**config.mk**
```make
export PLATFORM = sky130hd
export DESIGN_NAME = leaf_output_packetizer
export DESIGN_NICKNAME = d
export VERILOG_FILES = /design/src/rtl/leaf_pkt_pkg.sv /design/src/rtl/rr_arbiter.sv /design/src/rtl/leaf_output_packetizer.sv
export SDC_FILE = /design/constraint.sdc
export NUM_CORES = 1
export LEC_CHECK = 0
export CAP_MARGIN = 20
export CORE_MARGIN = 2
export CORE_UTILIZATION = 35
export DETAILED_ROUTE_END_ITERATION = 7
export PLACE_DENSITY_LB_ADDON = 0.2
export SYNTH_ARGS = -nofsm -noshare
export SYNTH_HDL_FRONTEND = slang
export SYNTH_SLANG_ARGS = --single-unit
export TNS_END_PERCENT = 5
```
**constraint.sdc**
```tcl
create_clock -name clk -period 10.8 [get_ports clk]
set_input_delay 3.24 -clock clk [delete_from_list [all_inputs] [get_ports clk]]
set_output_delay 3.24 -clock clk [all_outputs]
set_load 0.02 [all_outputs]
```
**src/rtl/leaf_pkt_pkg.sv**
```systemverilog
// Shared definitions for the leaf output packetizer: BFT packet field layout and credit defaults.
// No logic; constants and the packet struct only.
// Field widths are derived from the offsets so the struct cannot drift from the layout.
package leaf_pkt_pkg;

    localparam int VALID_BIT = 48;
    localparam int LEAF_LSB  = 43;
    localparam int PORT_LSB  = 39;
    localparam int ADDR_LSB  = 32;

    // Credits returned by one freespace update from the destination leaf.
    localparam int FREESPACE_UPDATE_DEFAULT = 64;

    typedef struct packed {
        logic                          vld;
        logic [VALID_BIT-LEAF_LSB-1:0] leaf;
        logic [LEAF_LSB-PORT_LSB-1:0]  port;
        logic [PORT_LSB-ADDR_LSB-1:0]  addr;
        logic [ADDR_LSB-1:0]           payload;
    } pkt_t;

endpackage

```
**src/rtl/rr_arbiter.sv**
```systemverilog
// Round-robin arbiter: first asserted request at or after ptr (mod N) wins.
// Latency: purely combinational.
// Backpressure: none; the caller masks requests that must not be granted.
module rr_arbiter #(
    parameter int N        = 4,
    parameter int IDX_BITS = (N > 1) ? $clog2(N) : 1
) (
    input  logic [N-1:0]        req,
    input  logic [IDX_BITS-1:0] ptr,
    output logic [N-1:0]        gnt,
    output logic [IDX_BITS-1:0] gnt_idx,
    output logic                gnt_vld
);

    logic [IDX_BITS:0] cand;

    // Scan ptr, ptr+1, ... wrapping at N; keep the first requester found.
    always_comb begin
        gnt     = '0;
        gnt_idx = '0;
        gnt_vld = 1'b0;
        cand    = '0;
        for (int k = 0; k < N; k++) begin
            cand = {1'b0, ptr} + (IDX_BITS+1)'(k);
            if (cand >= (IDX_BITS+1)'(N)) begin
                cand = cand - (IDX_BITS+1)'(N);
            end
            if (!gnt_vld && req[cand[IDX_BITS-1:0]]) begin
                gnt_vld = 1'b1;
                gnt_idx = cand[IDX_BITS-1:0];
            end
        end
        gnt[gnt_idx] = gnt_vld;
    end

endmodule

```
**src/rtl/leaf_output_packetizer.sv**
```systemverilog
// Arbitrates user output streams onto the BFT output word, tagging destination and sequence address.
// Latency: ack combinational in the grant cycle; packet registered, visible one cycle later.
// Backpressure: a port stalls at zero credits; resend stalls all ports; freespace updates refill credits.
module leaf_output_packetizer
    import leaf_pkt_pkg::*;
#(
    parameter int PACKET_BITS           = 49,
    parameter int PAYLOAD_BITS          = 32,
    parameter int NUM_LEAF_BITS         = 5,
    parameter int NUM_PORT_BITS         = 4,
    parameter int NUM_ADDR_BITS         = 7,
    parameter int NUM_OUT_PORTS         = 4,
    parameter int FREESPACE_UPDATE_SIZE = FREESPACE_UPDATE_DEFAULT
) (
    input  logic                                    clk,
    input  logic                                    reset_n,
    input  logic [NUM_OUT_PORTS*PAYLOAD_BITS-1:0]   din_leaf_user2interface,
    input  logic [NUM_OUT_PORTS-1:0]                vld_user2interface,
    output logic [NUM_OUT_PORTS-1:0]                ack_interface2user,
    input  logic                                    cfg_we,
    input  logic [NUM_PORT_BITS-1:0]                cfg_port,
    input  logic [NUM_LEAF_BITS-1:0]                cfg_dest_leaf,
    input  logic [NUM_PORT_BITS-1:0]                cfg_dest_port,
    input  logic                                    credit_vld,
    input  logic [NUM_PORT_BITS-1:0]                credit_port,
    input  logic                                    resend,
    output logic [PACKET_BITS-1:0]                  dout_leaf_interface2bft
);

    localparam int IDX_BITS  = (NUM_OUT_PORTS > 1) ? $clog2(NUM_OUT_PORTS) : 1;
    localparam int CRED_BITS = NUM_ADDR_BITS + 1;
    localparam logic [CRED_BITS:0]    CRED_MAX = (CRED_BITS+1)'(1) << NUM_ADDR_BITS;
    localparam logic [CRED_BITS:0]    CRED_INC = (CRED_BITS+1)'(FREESPACE_UPDATE_SIZE);
    localparam logic [IDX_BITS-1:0]   LAST_IDX = IDX_BITS'(NUM_OUT_PORTS - 1);

    logic [PAYLOAD_BITS-1:0]  payload    [NUM_OUT_PORTS];
    logic [NUM_LEAF_BITS-1:0] dest_leaf  [NUM_OUT_PORTS];
    logic [NUM_PORT_BITS-1:0] dest_port  [NUM_OUT_PORTS];
    logic [CRED_BITS-1:0]     credit     [NUM_OUT_PORTS];
    logic [CRED_BITS-1:0]     credit_nxt [NUM_OUT_PORTS];
    logic [CRED_BITS:0]       credit_sum [NUM_OUT_PORTS];
    logic [NUM_ADDR_BITS-1:0] seq        [NUM_OUT_PORTS];
    logic [NUM_OUT_PORTS-1:0] cfg_valid;
    logic [NUM_OUT_PORTS-1:0] eligible;
    logic [NUM_OUT_PORTS-1:0] grant;
    logic [IDX_BITS-1:0]      grant_idx;
    logic                     grant_any;
    logic [IDX_BITS-1:0]      rr_ptr;
    pkt_t                     pkt_nxt;
    pkt_t                     dout_q;

    genvar gi;
    generate
        for (gi = 0; gi < NUM_OUT_PORTS; gi++) begin : g_port
            assign payload[gi]  = din_leaf_user2interface[gi*PAYLOAD_BITS +: PAYLOAD_BITS];
            assign eligible[gi] = vld_user2interface[gi] && cfg_valid[gi] &&
                                  (credit[gi] != '0) && !resend;
        end
    endgenerate

    rr_arbiter #(
        .N        (NUM_OUT_PORTS),
        .IDX_BITS (IDX_BITS)
    ) u_arb (
        .req     (eligible),
        .ptr     (rr_ptr),
        .gnt     (grant),
        .gnt_idx (grant_idx),
        .gnt_vld (grant_any)
    );

    assign ack_interface2user      = grant;
    assign dout_leaf_interface2bft = dout_q;

    // Build the packet for this cycle's grant from the current (pre-write) table entry.
    always_comb begin
        pkt_nxt = '0;
        if (grant_any) begin
            pkt_nxt.vld     = 1'b1;
            pkt_nxt.leaf    = dest_leaf[grant_idx];
            pkt_nxt.port    = dest_port[grant_idx];
            pkt_nxt.addr    = seq[grant_idx];
            pkt_nxt.payload = payload[grant_idx];
        end
    end

    // Credit next value: consume on grant, then add the update and saturate at the initial level.
    always_comb begin
        for (int i = 0; i < NUM_OUT_PORTS; i++) begin
            credit_sum[i] = {1'b0, credit[i]};
            if (grant[i]) begin
                credit_sum[i] = credit_sum[i] - (CRED_BITS+1)'(1);
            end
            if (credit_vld && (credit_port == NUM_PORT_BITS'(i))) begin
                credit_sum[i] = credit_sum[i] + CRED_INC;
                if (credit_sum[i] > CRED_MAX) begin
                    credit_sum[i] = CRED_MAX;
                end
            end
            credit_nxt[i] = credit_sum[i][CRED_BITS-1:0];
        end
    end

    // Per-port state: destination table, credits and sequence addresses.
    always_ff @(posedge clk or negedge reset_n) begin
        if (!reset_n) begin
            cfg_valid <= '0;
            for (int i = 0; i < NUM_OUT_PORTS; i++) begin
                dest_leaf[i] <= '0;
                dest_port[i] <= '0;
                credit[i]    <= CRED_MAX[CRED_BITS-1:0];
                seq[i]       <= '0;
            end
        end else begin
            for (int i = 0; i < NUM_OUT_PORTS; i++) begin
                credit[i] <= credit_nxt[i];
                if (grant[i]) begin
                    seq[i] <= seq[i] + 1'b1;
                end
                if (cfg_we && (cfg_port == NUM_PORT_BITS'(i))) begin
                    cfg_valid[i] <= 1'b1;
                    dest_leaf[i] <= cfg_dest_leaf;
                    dest_port[i] <= cfg_dest_port;
                end
            end
        end
    end

    // Round-robin pointer moves just past the winner; holds when nothing is granted.
    always_ff @(posedge clk or negedge reset_n) begin
        if (!reset_n) begin
            rr_ptr <= '0;
        end else if (grant_any) begin
            rr_ptr <= (grant_idx == LAST_IDX) ? '0 : grant_idx + 1'b1;
        end
    end

    // Output register: a packet follows each grant, otherwise the word is all zero.
    always_ff @(posedge clk or negedge reset_n) begin
        if (!reset_n) begin
            dout_q <= '0;
        end else begin
            dout_q <= pkt_nxt;
        end
    end

endmodule

```
# After elaboration in Yosys (flattened, before gate mapping)
# Cells that the tools add are included.
# Widths: inputs -> output; s select.
[word_totals]
elab_cells = 152
out_inout_bits = 53
reg_bits = 151
[op_classes]
reduce_logical = 34
n_eq_ne = 7
muxes = 48
order_cmp = 15
n_bitwise = 2
add_sub_neg = 20
[ops]
columns = ["cell", "count"]
rows = [
  ["$bmux 32 s2", 1],
  ["$mux 32", 2],
  ["$mux 8", 8],
  ["$mux 49", 1],
  ["$add 9x7->9 const B", 4],
  ["$gt 9x8->1 const B", 4],
  ["$mux 9", 4],
  ["$sub 8x1->9 const B", 4],
  ["$reduce_bool 8->1", 4],
  ["$add 7x1->7 const B", 4],
  ["$logic_and 1x1->1", 24],
  ["$mux 2", 9],
  ["$eq 4x2->1 const B", 4],
  ["$lt 2x3->1 const B", 5],
  ["$bmux 7 s2", 1],
  ["$mux 7", 2],
  ["$ge 3x3->1 const B", 4],
  ["$bmux 5 s2", 1],
  ["$mux 5", 2],
  ["$mux 1", 9],
  ["$bmux 1 s2", 4],
  ["$bmux 4 s2", 1],
  ["$eq 4x1->1 const B", 2],
  ["$logic_not 4->1", 2],
  ["12 further kinds", 20],
]

# Logic depth before layout (Yosys ltp)
# Gate-level depths: netlist of run 1.
[logic_depth]
word_depth = 25
depth_mapped = 19

# By module
# From an unflattened synthesis of run 1, not the netlist that was laid out.
[hier_totals]
cells_unflattened = 614
area_unflattened_um2 = 7763.7
[by_module_without_submodules]
columns = ["mod", "cells_per_inst", "area_each_um2", "seq_area_each_um2", "instances"]
rows = [
  ["leaf_output_packetizer", 582, 7581.0, 3783.6, 1],
  ["rr_arbiter", 32, 182.7, 0.0, 1],
]

# Least setup slack after synthesis of run 1
# No wires, ideal clock.
[synth_timing]
path_kind = "in2out"
from = "input resend"
to = "output ack_interface2user[3]"
path_stages = 13
required_time_ps = 7560
path_buffers = 6
setup_slack_ps = 1589
t_arrival_ps = 5971
path_cell_list = "clkbuf_1 > nand3b_1 > a31o_2 > a21oi_1 > o22a_1 > buf_2 > buf_2 > buf_2 > ha_1 > inv_1 > a41oi_1 > buf_2 > buf_1"
[synth_via]
elab_chain_len = 19
word_cells_on_any_way = 33
classes_between = "order compare (2); mux (18); bitwise (1); reduce/logical (12)"
[synth_lines]
columns = ["element", "line", "rtl"]
rows = [
  ["from (decl)", "leaf_output_packetizer.sv:26", "input logic resend,"],
  ["$logic_not 1->1 *", "leaf_output_packetizer.sv:57", "(credit[gi] != '0) && !resend;"],
  ["$logic_and 1x1->1", "leaf_output_packetizer.sv:57", ""],
  ["$bmux 1 s2", "rr_arbiter.sv:28", "if (!gnt_vld && req[cand[IDX_BITS-1:0]]) begin"],
  ["$mux 1 (not written as such)", "rr_arbiter.sv:28", ""],
  ["$mux 1", "rr_arbiter.sv:28", ""],
  ["$logic_not 1->1", "rr_arbiter.sv:28", ""],
  ["$logic_and 1x1->1", "rr_arbiter.sv:28", ""],
  ["$mux 1", "rr_arbiter.sv:28", ""],
  ["[3 not listed]", "n/a", ""],
  ["$logic_not 1->1", "rr_arbiter.sv:28", ""],
  ["$logic_and 1x1->1", "rr_arbiter.sv:28", ""],
  ["$mux 2", "rr_arbiter.sv:28", ""],
  ["$lt 2x3->1 (not written as such) or $ge 2x1->1 (tied branches)", "rr_arbiter.sv:33", "gnt[gnt_idx] = gnt_vld;"],
  ["$logic_and 1x1->1 (not written as such)", "rr_arbiter.sv:33", ""],
  ["$mux 1 (not written as such)", "rr_arbiter.sv:33", ""],
  ["$demux 1 s2", "n/a", ""],
  ["$and 4x4->4 (no line) *", "n/a", ""],
  ["to (decl)", "leaf_output_packetizer.sv:19", "output logic [NUM_OUT_PORTS-1:0] ack_interface2user,"],
]
# Every way passes the cells marked *; elsewhere a longest branch is shown, timed or not. The select of a mux whose other input is x is not followed.

# Final worst setup path of run 1
[layout_timing]
from = "input resend"
to = "output ack_interface2user[1]"
# Same word-level chain as after synthesis.

==> results of run 1 <==
[critical path, stage by stage]
cell and delay (ps):
clkdlybuf4s50_1 590, nand3b_1 330, a31oi_4 370, a21oi_1 180
o221ai_4 380, inv_1 160, ha_1 310, o41ai_4 150
inv_1 210, clkdlybuf4s50_1 620
[cells in the mapped netlist, drive strengths merged, types with 3 or more instances]
master    n  area share (%)
dfrtp   147              47
mux2i    99              13
nor2     58             2.8
nand2    50             2.4
o22ai    49             3.9
mux2     37             5.3
xnor2    30             3.3
xor2     22             2.4
nor3     19             1.3
inv      18            0.86
buf      17             1.2
a21oi    15             1.0
clkbuf   15            0.73
o21ai    13            0.83
ha       12             1.9
nand3    11            0.70
nand4     8            0.64
nor4      8             1.5
nand2b    7            0.56
a211oi    6            0.95
nor3b     5            0.60
and2      4            0.32
dfstp     4             1.3
o41ai     4             1.3
or2       4            0.32
or3       4            0.32
a211o     3            0.33
a31oi     3            0.43
a41oi     3            0.33
[logic make-up (layout without fill, tap and decap cells)]
| kind of cell | count (synthesis) | after routing | synth area share, % |
|---|---|---|---|
| simple gates | 191 | 191 | 12.7 |
| flops | 151 | 151 | 48.0 |
| mux | 136 | 136 | 17.9 |
| compound gates | 113 | 113 | 10.9 |
| xor+xnor | 52 | 52 | 5.78 |
| buf+inv | 50 | 265 | 2.79 |
| fa+ha+maj | 12 | 12 | 1.91 |
[power breakdown]
part	switching, uW	internal (uW)	leakage [uW]
clock network	237	340	0.000260
registers	148	737	0.00190
logic	437	411	0.00227
total	822	1490	0.00443
[worst max-delay path by stage]
| stage | startpoint | endpoint | slack, ps | cells after the start |
|---|---|---|---|---|
| floorplan | resend | ack_interface2user[3] | 1590 | 13 |
| global placement | vld_user2interface[3] | ack_interface2user[1] | 1090 | 11 |
| detailed placement | resend | ack_interface2user[1] | 1010 | 10 |
| CTS | resend | ack_interface2user[1] | 1000 | 10 |
| global route | resend | ack_interface2user[1] | 780 | 10 |
| finish | resend | ack_interface2user[1] | 1000 | 10 |
[cell type report]
cell class | instances | share of cell area, %
sequential | 151 | 34.9
clock inverter | 11 | 1.16
tap | 280 | 3.23
multi-input combinational | 504 | 36.1
timing repair buffer | 215 | 19.9
clock buffer | 21 | 4.07
inverter | 18 | 0.624
[metal layers]
metal | GRT usage, % | share of wire (%) | vias up
li1 | - | - | 2951
met1 | 24.5 | 46 | 2907
met2 | 29.8 | 47 | 174
met3 | 4.57 | 5.7 | 30
met4 | 6.41 | 2.2 | 0
met5 | 0 | 0 | -
[cells in the final DEF, fill, tap and decap left out, types with 3 or more instances in the layout]
cell	Yosys	routed
ha_1	12	12
or3_1	4	4
xnor2_1	30	30
nor4_1	3	3
a211o_1	3	3
clkdlybuf4s50_1	0	205
o21ai_0	12	12
a21oi_1	14	14
xor2_1	22	22
clkbuf_1	14	4
nand3_1	11	11
and2_1	3	3
mux2_2	37	37
mux2i_1	99	99
nand2b_1	7	7
clkinvlp_4	0	5
nor3b_1	3	3
dfstp_2	4	4
o41ai_4	3	3
o22ai_1	49	49
a211oi_1	3	3
nand2_1	50	49
nor3_1	18	18
inv_1	16	16
clkbuf_16	0	17
or2_2	4	4
nand4_1	8	8
nor2_1	58	58
buf_4	0	8
dfrtp_1	147	147
nor4_4	4	4
[sequential cells by signal (all words and copies together) (netlist names)]
name / cells
dest_leaf: 20
dout_leaf_interface2bft: 49
dest_port: 16
seq: 28
rr_ptr: 2
credit: 32
cfg_valid: 4
[per-stage QoR]
stage / cells / area, sq um / hold slack [ps]
after floorplan: 705 / 7880 / 435
after global placement: 1167 / 10200 / 452
after detailed placement: 1167 / 10200 / 454
after CTS: 1199 / 10800 / 468
after global routing: 1200 / 10800 / 485
final: 1200 / 10800 / 465
==> impl_metrics.yaml, run 1 <==
timing:
  hold_viol: 0
  worst_pin_slew_ps: 1090
  period_minus_slack_ps: 9800
  clock_skew_ps: 15.2
  maxSlewViolCount: 0
  fin_ws_ps: 999
  setup_viol: 0
  fin_crit_sh_pct: 90.7
  slew_headroom_pct: 27.2
  tns_ps: 0
  rsz0062_at_grt: "false"
  max_freq_mhz: 102
placement:
  pre_cts_ws_ps: 1010
  hpwl_microns: 15200
  numPortBuffers: 206
  gp_congestion: 0.809
logic_synthesis:
  yosysWarningCount: 0
  syn_area_per_cell_sq_um: 11.2
  synthCells: 705
  seq_area_frac_synth_pct: 48.0
  synthesis.nets: 871
  synth-async-reset-ratio_pct: 100
  synth_flop_cell: "dfrtp_1"
  syn_area_sq_um: 7880
  yosysUniqueCellTypes: 69
  synth-edff-count: 0
  ys_ff_latch: 151
route:
  viasPerCell: 5.05
  drc: 0
  drtAntennaViolNets: 0
  vias: 6062
  first_pass_iters: 4
  wl_per_cell_microns: 17.6
  drt_iter0_markers: 255
  wl_microns: 21100
clock_network:
  cts.sinks: 151
  htree_levels: 4
  cts_setup_buffers: 0
  path_clk_slew_ps: 60
  ctsRootBufferMaster: "clkbuf_16"
  cts_made_buffers: 17
  clock_path_buffers: 2
  clock_latency_ps: 430
  cts_hold_buf: 0
  cts_tree: "built"
  cts_resized: 0
critical_path:
  cp-start-kind: "input pin"
  cp_max_fo: 10
  crit_type: "input pin to output port"
  crit_arrival_ps: 6560
  rr_startpoint: "credit[0]"
  end_kind: "output port"
  r2r_end: "credit[4]"
  crit_required_ps: 7560
  ff2ff_setup_slack_ps: 6260
  ff2ff_path_depth: 16
pwr:
  total_power_uw: 2310
  power.leakage_uw: 0.00443
  vdd_ir_drop_max_mv: 0.122
  power_density_nw_per_um2: 213
cells_and_area:
  seq_area_sq_um: 3780
  layout-drive-gt1-share_pct: 12.1
  diodes: 0
  fill_cells: 1974
  multiInputGateArea_sq_um: 3910
  finish.utilization_pct: 49.3
  nets: 1073
  area_growth_pct: 37.4
floorplanning:
  ioPinCount: 207
  num_rows: 54
  die_w_microns: 154
  coreArea_sq_um: 22000
  die_h_microns: 154
  initial_core_util_pct: 35.9
  die_area_sq_um: 23700
global_routing:
  antenna_found_initial: 0
  grt_pass1_vias: 6299
  gr-total-overflow: 0
  grt_pass1_wl_microns: 34900
  grt_usage_pct: 18.6
  grt_max_degree: 78
worst_hold_path:
  min_path_cells: 1
  whs_endpoint: "cfg_valid[3]"
  hp-class: "flip-flop to flip-flop"
  min_from: "cfg_valid[3]"
outcome:
  outcome: "complete, no violations"
job:
  maxCapViolations: 0
Note: power is estimated with default switching activity, not from simulation.
==> run 2: changes to the inputs <==
--- a/config.mk
+++ b/config.mk
@@ -9,6 +9,7 @@
 export CORE_MARGIN = 2
 export CORE_UTILIZATION = 35
 export DETAILED_ROUTE_END_ITERATION = 7
+export GPL_ROUTABILITY_DRIVEN = 0
 export PLACE_DENSITY_LB_ADDON = 0.2
 export SYNTH_ARGS = -nofsm -noshare
 export SYNTH_HDL_FRONTEND = slang
==> results of run 2 <==
Same layout as run 1: the final DEF is identical, and so are final timing and power.
==> run 3: changes to the inputs <==
--- a/config.mk
+++ b/config.mk
@@ -10,6 +10,7 @@
 export CORE_UTILIZATION = 35
 export DETAILED_ROUTE_END_ITERATION = 7
 export GPL_ROUTABILITY_DRIVEN = 0
+export HOLD_SLACK_MARGIN = 0.02
 export PLACE_DENSITY_LB_ADDON = 0.2
 export SYNTH_ARGS = -nofsm -noshare
 export SYNTH_HDL_FRONTEND = slang
==> results of run 3 <==
Same layout as run 1: the final DEF is identical, and so are final timing and power.
